## config.mk

```make
export PLATFORM = sky130hd
export DESIGN_NAME = count8_cmd_seq
export DESIGN_NICKNAME = d
export VERILOG_FILES = /design/src/rtl/count8_cmd_seq.sv
export SDC_FILE = /design/constraint.sdc
export NUM_CORES = 1
export LEC_CHECK = 0
export ABC_AREA = 0
export BUFFER_PORTS_ARGS = -buffer_cell sky130_fd_sc_hd__clkbuf_2
export CORE_ASPECT_RATIO = 0.7
export CORE_MARGIN = 1
export CORE_UTILIZATION = 50
export DETAILED_ROUTE_END_ITERATION = 8
export PLACE_DENSITY = 0.8
export SLEW_MARGIN = 20
export SYNTH_ARGS = -nofsm -noshare
export SYNTH_HDL_FRONTEND = slang
export SYNTH_SLANG_ARGS = --single-unit
export TNS_END_PERCENT = 10
```

## constraint.sdc

```tcl
create_clock -name clk -period 2.6 [get_ports clk]
set_clock_uncertainty 0.15 [all_clocks]
set_input_delay 0.13 -clock clk [delete_from_list [all_inputs] [get_ports clk]]
set_output_delay 0.13 -clock clk [all_outputs]
set_load 0.01 [all_outputs]
```

## src/rtl/count8_cmd_seq.sv

```systemverilog
// Command sequencer for an 8-bit loadable counter: turns LOAD/RUN/HOLD/NOP commands
// into cycle-accurate EN/load/CNT_In drive, with busy and a done pulse per command.
module count8_cmd_seq #(
  parameter int WIDTH = 8
) (
  input  logic             clk,
  input  logic             res,
  input  logic             cmd_valid,
  output logic             cmd_ready,
  input  logic [1:0]       cmd_op,
  input  logic [WIDTH-1:0] cmd_arg,
  input  logic             abort,
  output logic             EN,
  output logic             load,
  output logic [WIDTH-1:0] CNT_In,
  output logic             busy,
  output logic             done
);

  typedef enum logic [1:0] {
    S_IDLE = 2'b00,
    S_LOAD = 2'b01,
    S_RUN  = 2'b10,
    S_HOLD = 2'b11
  } state_t;

  typedef enum logic [1:0] {
    OP_NOP  = 2'b00,
    OP_LOAD = 2'b01,
    OP_RUN  = 2'b10,
    OP_HOLD = 2'b11
  } op_t;

  state_t           r_state;
  logic [WIDTH-1:0] r_rem;
  logic [WIDTH-1:0] r_cnt_in;
  logic             r_en;
  logic             r_load;
  logic             r_done;
  logic             w_accept;

  // NOTE: ready also drops combinationally on abort and reset so that neither can
  // coincide with an accept at the same edge.
  assign cmd_ready = (r_state == S_IDLE) && !abort && !res;
  assign w_accept  = cmd_valid && cmd_ready;

  assign EN     = r_en;
  assign load   = r_load;
  assign CNT_In = r_cnt_in;
  assign busy   = (r_state != S_IDLE);
  assign done   = r_done;

  // EN/load are registered alongside the next state, so they always equal the
  // decode of r_state (EN in LOAD/RUN, load in LOAD) without a combinational path.
  always_ff @(posedge clk or posedge res) begin
    if (res) begin
      r_state  <= S_IDLE;
      r_rem    <= '0;
      r_cnt_in <= '0;
      r_en     <= 1'b0;
      r_load   <= 1'b0;
      r_done   <= 1'b0;
    end else if (abort) begin
      r_state <= S_IDLE;
      r_rem   <= '0;
      r_en    <= 1'b0;
      r_load  <= 1'b0;
      r_done  <= 1'b0;
    end else begin
      r_done <= 1'b0;
      r_en   <= 1'b0;
      r_load <= 1'b0;
      unique case (r_state)
        S_IDLE: begin
          if (w_accept) begin
            unique case (op_t'(cmd_op))
              OP_LOAD: begin
                r_state  <= S_LOAD;
                r_cnt_in <= cmd_arg;
                r_en     <= 1'b1;
                r_load   <= 1'b1;
              end
              OP_RUN: begin
                if (cmd_arg != '0) begin
                  r_state <= S_RUN;
                  r_rem   <= cmd_arg;
                  r_en    <= 1'b1;
                end else begin
                  r_done <= 1'b1;
                end
              end
              OP_HOLD: begin
                if (cmd_arg != '0) begin
                  r_state <= S_HOLD;
                  r_rem   <= cmd_arg;
                end else begin
                  r_done <= 1'b1;
                end
              end
              default: r_done <= 1'b1;
            endcase
          end
        end
        S_LOAD: begin
          r_state <= S_IDLE;
          r_done  <= 1'b1;
        end
        S_RUN, S_HOLD: begin
          // rem counts the cycles still to spend here, including this one.
          if (r_rem > WIDTH'(1)) begin
            r_rem <= r_rem - WIDTH'(1);
            r_en  <= (r_state == S_RUN);
          end else begin
            r_state <= S_IDLE;
            r_rem   <= '0;
            r_done  <= 1'b1;
          end
        end
        default: r_state <= S_IDLE;
      endcase
    end
  end

endmodule
```

==> impl_results.md, run 1 <==
* Fin crit period at between 2000 and 2500 ps
* Fill count at 182
* First-pass DRT Iterations at 4
* H-tree depth at 1
* Multi-input combinational cell area at 692 um^2
* Worst setup path start: r_rem[0]
* Post-synthesis net count at 145
* Worst-Margin Slew at 778 ps
* Tcrit/Tclk final at 90.2%
* Share of post-route cells with drive strength above 1 at 29.6%
* Post-synth EDFFs at 0
* Area share of the largest cell type after synthesis at 40.9%
* TritonCTS Buffers at 3
* R2R Setup Slk at 260 ps
* Cts hold-fix bufs at 9
* R2r startpoint: r_rem[0]
* Initial core utilization at between 50% and 60%
* CTS Sinks at 21
* Peak supply drop at 467 uV
* Leakage power at 0.746 nW
* Design Power at 0.00130 W
* Insertion delay to the later sink of the worst-skew pair at slightly above 300 ps
* Largest net degree at the start of global routing at 27
* Die X-Extent at 62.6 um
* Asr flop ratio synth at 100%
* Max frequency at between 400 and 500 MHz
* Routed vias at 1160
* Sequential cell area at 526 um^2
* RSZ-0062 raised after global routing: false
* Worst Setup EP: r_rem[6]
* Part of the Yosys area used for sequential elements at 40.9%
* Post-synth top cells: 21 x dfrtp_1, 12 x mux2_2, 10 x inv_1, 10 x nor2_1
* All-layer global routing usage at approximately 26%
* Mapped Cells at 126
* Setup TNS Final at 0 ps
* Hold crit path type: in -> reg
* Post-route ant nets at 0
* Dpl hpwl at roughly 2300 um
* Die Ht at 44.4 um
* Final Hold Viols at 0
* First-pass GRT wire length at around 5300 um
* Clock transition at path regs at between 100 and 150 ps
* Utilization after layout at 68.7%
* Cell Pwr Density at between 800 and 900 mW/mm^2
* Worst rel slew slack at slightly below 50%
* WP data required at 2710 ps
* Final slew viol count at 0
* Layout area overhead at 21.6%
* Crit. End Element: flip-flop
* Vias per cell at about 6.0
* CP Launch Type: flip-flop
* Synth warnings at 0
* GPL Wtd Cong at 0.871
* Boundary pin count at 27
* Antenna violations before repair at 0
* Status: finished clean
* Clock buffer depth at 2
* CTS tree: done
* CP Data Arrival Time at 2460 ps
* Mapped Avg Cell Area at 10.2 um^2
* ANT cells at 0
* Inst Count DP at 181
* IO buf count at 26
* DR WL/cell at 16.5 um
* Number of global-route vias before repair at 1103
* Die ar. at between 0.002 and 0.003 mm^2
* Worst R2R End: r_rem[6]
* Post-synthesis register bit count at 21
* CTS root buffer: clkbuf_4
* Postcts setup bufs at 0
* Ys flop type: dfrtp_1
* Synth area leader: dfrtp_1
* Reg2reg path depth at 6
* Worst Setup Path Type: reg -> reg
* Iter 0 DRT Violations at 118
* CP max FO at 5
* Cell Area, Synth at 0.00129 mm^2
* FP Rows at 14
* GRT overflow at 0
* Core area at 0.00228 mm^2
* Main area contributors after synthesis: dfrtp_1 41%, mux2_2 11%, ha_1 4.9%
* Count of final setup violators at 0
* Synth unique cells at 38
* Max-cap violations at 0
* Nets at 182
* DRC viols at 0
* Drt total wl at approximately 3200 um
* Final cell count without fillers at 194
* Most numerous cell in the Yosys netlist: dfrtp_1
* Count of cells resized by post-cts repair at 0
## registers in the layout, summed over array words and instances (netlist names)
signal	flops
done	1
r_rem	8
CNT_In	8
load	1
EN	1
r_state	2
## metrics by stage
step / hold WS [ps] / cell area [um^2] / setup slack [ps]
final: 72.8 / 1560 / 255
after global routing: 106 / 1560 / 157
after CTS: 68.6 / 1560 / 257
after detailed placement: 187 / 1450 / 282
after global placement: 187 / 1450 / 365
after floorplan: -43.5 / 1290 / 416
## metal layers
layer	up-vias	part of all wire (%)	global-route usage, %
li1	552	-	-
met2	38	48	42.0
met3	13	5.4	6.96
met1	557	44	33.1
met4	0	3.2	12.6
met5	-	0	0
## worst min path at each step
stage / from / end / slack (ps) / cells after the start
floorplan: res / CNT_In[0] / -40 / 1
global placement: res / EN / 190 / 2
detailed placement: res / done / 190 / 2
CTS: cmd_op[0] / done / 70 / 4
global route: abort / done / 110 / 2
finish: abort / done / 70 / 2
## kinds of logic after synthesis
logic type / count (synthesis) / synth area share (%)
multiplexers: 14 / 12.3
flip-flops: 21 / 40.9
AO/OA/AOI/OAI: 34 / 19.8
buffers and inverters: 16 / 5.35
adder cells (fa/ha/maj): 5 / 4.86
AND/OR/NAND/NOR: 36 / 16.8
## area by class of cell
type | instances | share of cell area, %
inverters | 10 | 2.40
repair buffers | 38 | 15.5
flip-flops and latches | 21 | 33.6
clock buffers | 4 | 1.68
multi-input cells | 89 | 44.2
well taps | 32 | 2.56
## where the power goes
| group | internal [W] | switching (W) | total, W |
|---|---|---|---|
| Clock | 0.0000600 | 0.0000993 | 0.000159 |
| Sequential | 0.000434 | 0.0000972 | 0.000531 |
| Combinational | 0.000284 | 0.000324 | 0.000608 |
| Total | 0.000778 | 0.000520 | 0.00130 |
## cell usage in the layout, fill, tap and decap left out, types with 2 or more instances in the layout
cell,netlist,layout
clkbuf_4,0,3
mux2_2,12,12
nand2b_1,2,2
o31ai_1,3,3
inv_1,10,10
o21bai_1,4,4
dlygate4sd3_1,0,9
nand2_1,3,3
o32ai_1,2,2
nor2_1,10,10
nor3_1,3,3
nor4_1,3,3
mux2_1,2,2
clkbuf_2,0,26
o21ai_0,5,5
a311oi_1,5,5
nor2b_1,2,2
or2_2,2,2
o2bb2ai_1,3,3
ha_1,5,5
buf_4,0,3
or3_1,4,4
dfrtp_1,21,21
a21oi_1,3,3
a31oi_1,2,2
## worst max-delay path: stages, from the launching register on
cell and delay [ps]:
dfrtp_1 440, inv_1 100, ha_1 230, or4b_4 490, or4b_1 470, a311oi_1 260
mux2_1 160
Note: power is estimated with default switching activity, not from simulation.
==> inputs of run 2 (changes only) <==
--- a/config.mk
+++ b/config.mk
@@ -11,6 +11,7 @@
 export CORE_MARGIN = 1
 export CORE_UTILIZATION = 50
 export DETAILED_ROUTE_END_ITERATION = 8
+export GPL_ROUTABILITY_DRIVEN = 0
 export PLACE_DENSITY = 0.8
 export SLEW_MARGIN = 20
 export SYNTH_ARGS = -nofsm -noshare
==> constraint.sdc (replaced) <==
create_clock -name clk -period 2.3 [get_ports clk]
set_clock_uncertainty 0.15 [all_clocks]
set_input_delay 0.115 -clock clk [delete_from_list [all_inputs] [get_ports clk]]
set_output_delay 0.115 -clock clk [all_outputs]
set_load 0.01 [all_outputs]
==> run 2 against run 1 <==
  * Non-clock buffer count rose by 5
  * Via count is 3.9% higher
  * First-iteration DRC count grew 4.2%
  * Die area unchanged
  * Critical path depth unchanged
  * Core utilization up 2.8 points
  * Cell count grew 2.6%
  * Clock-buffer cell count stayed put
  * Maximum frequency rose by 5.6%
  * Largest power group unchanged
  * Highest routed layer unchanged
==> impl_results.md, run 2 (synthesis gave the netlist of run 1 again) <==
* Worst-Margin Slew at 779 ps
* Reg2reg path depth at 6
* Cell Pwr Density at roughly 940 mW/mm^2
* Core area at 0.00228 mm^2
* CTS root buffer: clkbuf_4
* CTS tree: done
* Insertion delay to the later sink of the worst-skew pair at 310 ps
* Die Ht at between 40 and 50 um
* Share of post-route cells with drive strength above 1 at 35.3%
* Number of global-route vias before repair at ~1200
* Count of final setup violators at 0
* Iter 0 DRT Violations at 123
* Layout area overhead at 26.6%
* Die X-Extent at around 63 um
* Utilization after layout at 71.5%
* Switching power at 0.000606 W
* R2r startpoint: r_rem[1]
* CP Data Arrival Time at 2330 ps
* Fin crit period at 2220 ps
* CP Launch Type: flip-flop
* First-pass DRT Iterations at 5
* Pre-CTS setup slack at ~22 ps
* Clk pwr share at roughly 12%
* Boundary pin count at 27
* TritonCTS Buffers at 3
* Dpl hpwl at 2320 um
* Worst setup path start: r_rem[1]
* First-pass GRT wire length at 5480 um
* Max frequency at 450 MHz
* Worst Setup Path Type: reg -> reg
* Most frequent cells in the layout: 26 x clkbuf_2, 21 x dfrtp_1, 12 x mux2_2
* Routed vias at 1205
* Antenna violations before repair at 0
* Peak supply drop at 560 uV
* Leakage power at 0.778 nW
* Largest net degree at the start of global routing at 27
* DR WL/cell at 16.2 um
* Max-cap violations at 0
* Commonest non-fill, non-tap cell in the layout: clkbuf_2
* Drt total wl at 3230 um
* DRC viols at 0
* Nets at about 190
* WP data required at between 2000 and 2500 ps
* Hold crit path type: in -> reg
* Clock buffer depth at 2
* Status: finished clean
* Clock transition at path regs at between 100 and 150 ps
* Fin worst setup slack at 79.6 ps
* Final slew viol count at 0
* Setup TNS Final at 0 ps
* Worst R2R End: r_rem[6]
* Vias per cell at between 6 and 7
* Logic pwr share at 49.8%
* Final Hold Viols at 0
* Switching share of power at 39.7%
* Post-DP Area at about 0.0015 mm^2
* Fill count at 167
* GRT overflow at 0
* Tcrit/Tclk final at 96.5%
* H-tree depth at 1
* Hold depth at 4
* Die ar. at 0.00278 mm^2
* Initial core utilization at 56.5%
* Share of power burned in registers at 38.6%
* CTS Sinks at 21
* ANT cells at 0
* Crit. End Element: flip-flop
* Internal power at 0.000920 W
* Final cell count without fillers at 199
* Final instance area at ~0.0016 mm^2
* FP Rows at 14
* Worst Setup EP: r_rem[6]
* Post-route ant nets at 0
* IO buf count at 26
* Inst Count DP at 184
* CP max FO at 4
* Worst rel slew slack at between 40% and 50%
* R2R Setup Slk at slightly below 80 ps
* All-layer global routing usage at 26.1%
-- run 2: stage by stage --
step,power (W),hold slack [ps]
floorplan,0.00106,-58.5
global placement,0.00125,160
detailed placement,0.00129,169
CTS,0.00148,51.4
global route,0.00162,84.7
finish,0.00153,55.7
-- run 2: per-layer routing --
metal	track usage (%)	vias up	share of wire [%]
met1	33.9	578	43
met4	10.7	0	2.1
met3	5.15	10	8.0
li1	-	555	-
met2	43.9	62	47
met5	0	-	0
-- run 2: how the worst min path moves through the flow --
stage	startpoint	endpoint	slack (ps)
final	cmd_valid	EN	60
after CTS	cmd_valid	EN	50
after floorplan	res	CNT_In[0]	-60
after global placement	res	EN	160
after global routing	abort	done	80
after detailed placement	res	EN	170
-- run 2: power by group through the flow --
stage	combinational, W	clock (W)	sequential, W
after global routing	0.000821	0.000198	0.000603
after floorplan	0.000457	0	0.000605
after CTS	0.000710	0.000182	0.000585
final	0.000760	0.000176	0.000589
after global placement	0.000666	0	0.000580
after detailed placement	0.000694	0	0.000594
-- run 2: final cells by class --
type / instances / area [um^2] / share of cell area (%)
inverters: 10 / 37.5 / 2.31
multi-input cells: 89 / 718 / 44.1
flip-flops and latches: 21 / 526 / 32.3
repair buffers: 43 / 280 / 17.2
well taps: 32 / 40.0 / 2.46
clock buffers: 4 / 26.3 / 1.61
-- run 2: worst max-delay path, stage by stage, from the launching register on --
cell and delay [ps]:
dfrtp_1 430, inv_2 100, ha_4 130, or4b_4 460, or4b_4 500, a311oi_2 240
mux2_4 170
-- run 2: repair_timing --
item | CTS | global route
endpoints found under the setup margin | 0 | 2
resized for setup | 0 | 7
hold buffers | 9 | 0
buffers inserted | 0 | 2
hold endpoints to repair | 29 | 0
==> inputs of run 3 (changes only) <==
--- a/config.mk
+++ b/config.mk
@@ -12,7 +12,7 @@
 export CORE_UTILIZATION = 50
 export DETAILED_ROUTE_END_ITERATION = 8
 export GPL_ROUTABILITY_DRIVEN = 0
-export PLACE_DENSITY = 0.8
+export PLACE_DENSITY = 0.82
 export SLEW_MARGIN = 20
 export SYNTH_ARGS = -nofsm -noshare
 export SYNTH_HDL_FRONTEND = slang
==> run 3 against run 2 <==
  * First-iteration DRC count down 6.5%
  * Sequential power about the same
  * Critical endpoint unchanged
  * Critical path depth unchanged
  * Critical path type unchanged
  * Cell count decreased by 1.5%
  * Combinational power fell by 3.0%
  * Highest routed layer unchanged
  * Die area unchanged
  * Sequential cell count is the same
  * Largest power group unchanged
  * Setup slack got worse by 24 ps
  * Clock-buffer cell count decreased by 1
  * Via count shrank 1.2%
  * Hold slack better by 31 ps
  * Register-to-register slack lost 20 ps
==> impl_results.md, run 3 (synthesis gave the netlist of run 1 again) <==
* Most frequent cells in the layout: 26 x clkbuf_2, 21 x dfrtp_1, 12 x mux2_2
* Number of global-route vias before repair at 1099
* Die X-Extent at 62.6 um
* Worst Setup Path Type: reg -> reg
* Multi-input combinational cell area at 704 um^2
* Die ar. at 0.00278 mm^2
* First-pass GRT wire length at 5280 um
* Top Family by Delay on Critical Path: simple AND/OR/NAND/NOR gates
* IO buf count at 26
* Initial core utilization at 56.5%
* CP Launch Type: flip-flop
* TritonCTS Buffers at 3
* Peak supply drop at 606 uV
* Utilization after layout at a little over two thirds
* CTS Sinks at 21
* Max frequency at 446 MHz
* Fill count at 166
* Fin worst setup slack at 55.6 ps
* Worst Setup EP: r_rem[6]
* Worst R2R End: r_rem[6]
* Max-cap violations at 0
* Crit path buf inv count at 1
* Largest net degree at the start of global routing at 27
* DR WL/cell at 16.6 um
* Pre-CTS setup slack at 26.9 ps
* WP data required at 2420 ps
* Worst-Margin Slew at 819 ps
* GRT overflow at 0
* Leakage power at 0.757 nW
* Crit path cell chain: inv_2 > ha_4 > or4b_4 > or4b_1 > a311oi_1 > mux2_1
* CTS tree: done
* Drt total wl at 3250 um
* CP Depth at 6
* Share of post-route cells with drive strength above 1 at 32.9%
* CP max FO at 5
* FP Rows at 14
* Post-DP Area at 0.00146 mm^2
* Cell Pwr Density at 952 mW/mm^2
* Sequential cell area at 526 um^2
* Status: finished clean
* Final instance area at 0.00160 mm^2
* H-tree depth at 1
* R2r startpoint: r_rem[1]
* All-layer global routing usage at 25.8%
* Commonest non-fill, non-tap cell in the layout: clkbuf_2
* Inst Count DP at 183
* CP Data Arrival Time at 2370 ps
* Worst setup path start: r_rem[1]
* Insertion delay to the later sink of the worst-skew pair at 330 ps
* Vias per cell at just over 6
* Hold crit path type: in -> reg
* Routed vias at between 1000 and 1500
* Core area at about 0.0023 mm^2
* Final slew viol count at 0
* Clock buffer depth at 2
* Count of final setup violators at 0
* Worst rel slew slack at 45.4%
* Worst path slowest cell: or4b_1
* ANT cells at 0
* Layout area overhead at 24.0%
* Clock transition at path regs at ~130 ps
* Min Hold Slack at 87.0 ps
* Final Hold Viols at 0
* Nets at 184
* Slowest stage delay, CP at 480 ps
* Antenna violations before repair at 0
* Tcrit/Tclk final at 97.6%
* DRC viols at 0
* Reg2reg path depth at 6
* Die Ht at 44.4 um
* Crit. End Element: flip-flop
* Dpl hpwl at 2240 um
* First-pass DRT Iterations at 6
* Iter 0 DRT Violations at around 120
* Fin crit period at 2240 ps
* Post-route ant nets at 0
* CTS root buffer: clkbuf_4
* Final cell count without fillers at approximately 200
* Boundary pin count at 27
* R2R Setup Slk at 60 ps
-- run 3: cell count changes in the layout (fill, tap and decap cells not counted) --
cell,delta
clkbuf_1,-1
mux2_4,-1
or4b_4,-1
mux2_1,+1
a311oi_2,-1
a311oi_1,+1
or4b_1,+1
buf_4,-3
clkinvlp_4,+1
-- run 3: cell type report --
type                       instances  area share, %
timing repair buffer              40           16.2
clock inverter                     1          0.471
sequential                        21           32.9
clock buffer                       3           1.41
multi-input combinational         89           44.2
tap                               32           2.51
inverter                          10           2.35
-- run 3: worst min path at each step --
stage                     slack, ps       from        end  depth (start not counted)
final                            90  cmd_valid         EN                          4
after global routing             90  cmd_valid         EN                          4
after CTS                        60  cmd_valid         EN                          4
after detailed placement        180        res         EN                          2
after global placement          160        res         EN                          2
after floorplan                 -60        res  CNT_In[0]                          1
-- run 3: through the flow --
step,power [W],TNS [ps]
5_1_grt,0.00161,-9.35
3_5_place_dp,0.00128,0
4_1_cts,0.00149,0
2_1_floorplan,0.00106,0
6_report,0.00152,0
3_3_place_gp,0.00124,0
-- run 3: routing by layer --
metal  part of all wire (%)  GRT usage (%)
met1                     44           33.9
met2                     47           41.1
met3                    7.2           6.44
met4                    1.6           12.1
met5                      0              0
-- run 3: power by group --
part           switching (W)  total, W  leakage [nW]  internal, W
Clock               0.000128  0.000195        0.0139    0.0000668
Sequential         0.0000959  0.000586         0.273     0.000491
Combinational       0.000397  0.000737         0.470     0.000340
-- run 3: timing repair --
item	4_1_cts	5_1_grt
setup endpoints to repair	1	1
setup buffers	0	0
hold buffers	9	0
gates resized for setup	1	3
endpoints found under the hold margin	29	0
-- run 3: worst register-to-register path: stages, from the launching register on --
cell and delay (ps):
dfrtp_1 450, inv_2 100, ha_4 150, or4b_4 460
or4b_1 480, a311oi_1 250, mux2_1 150
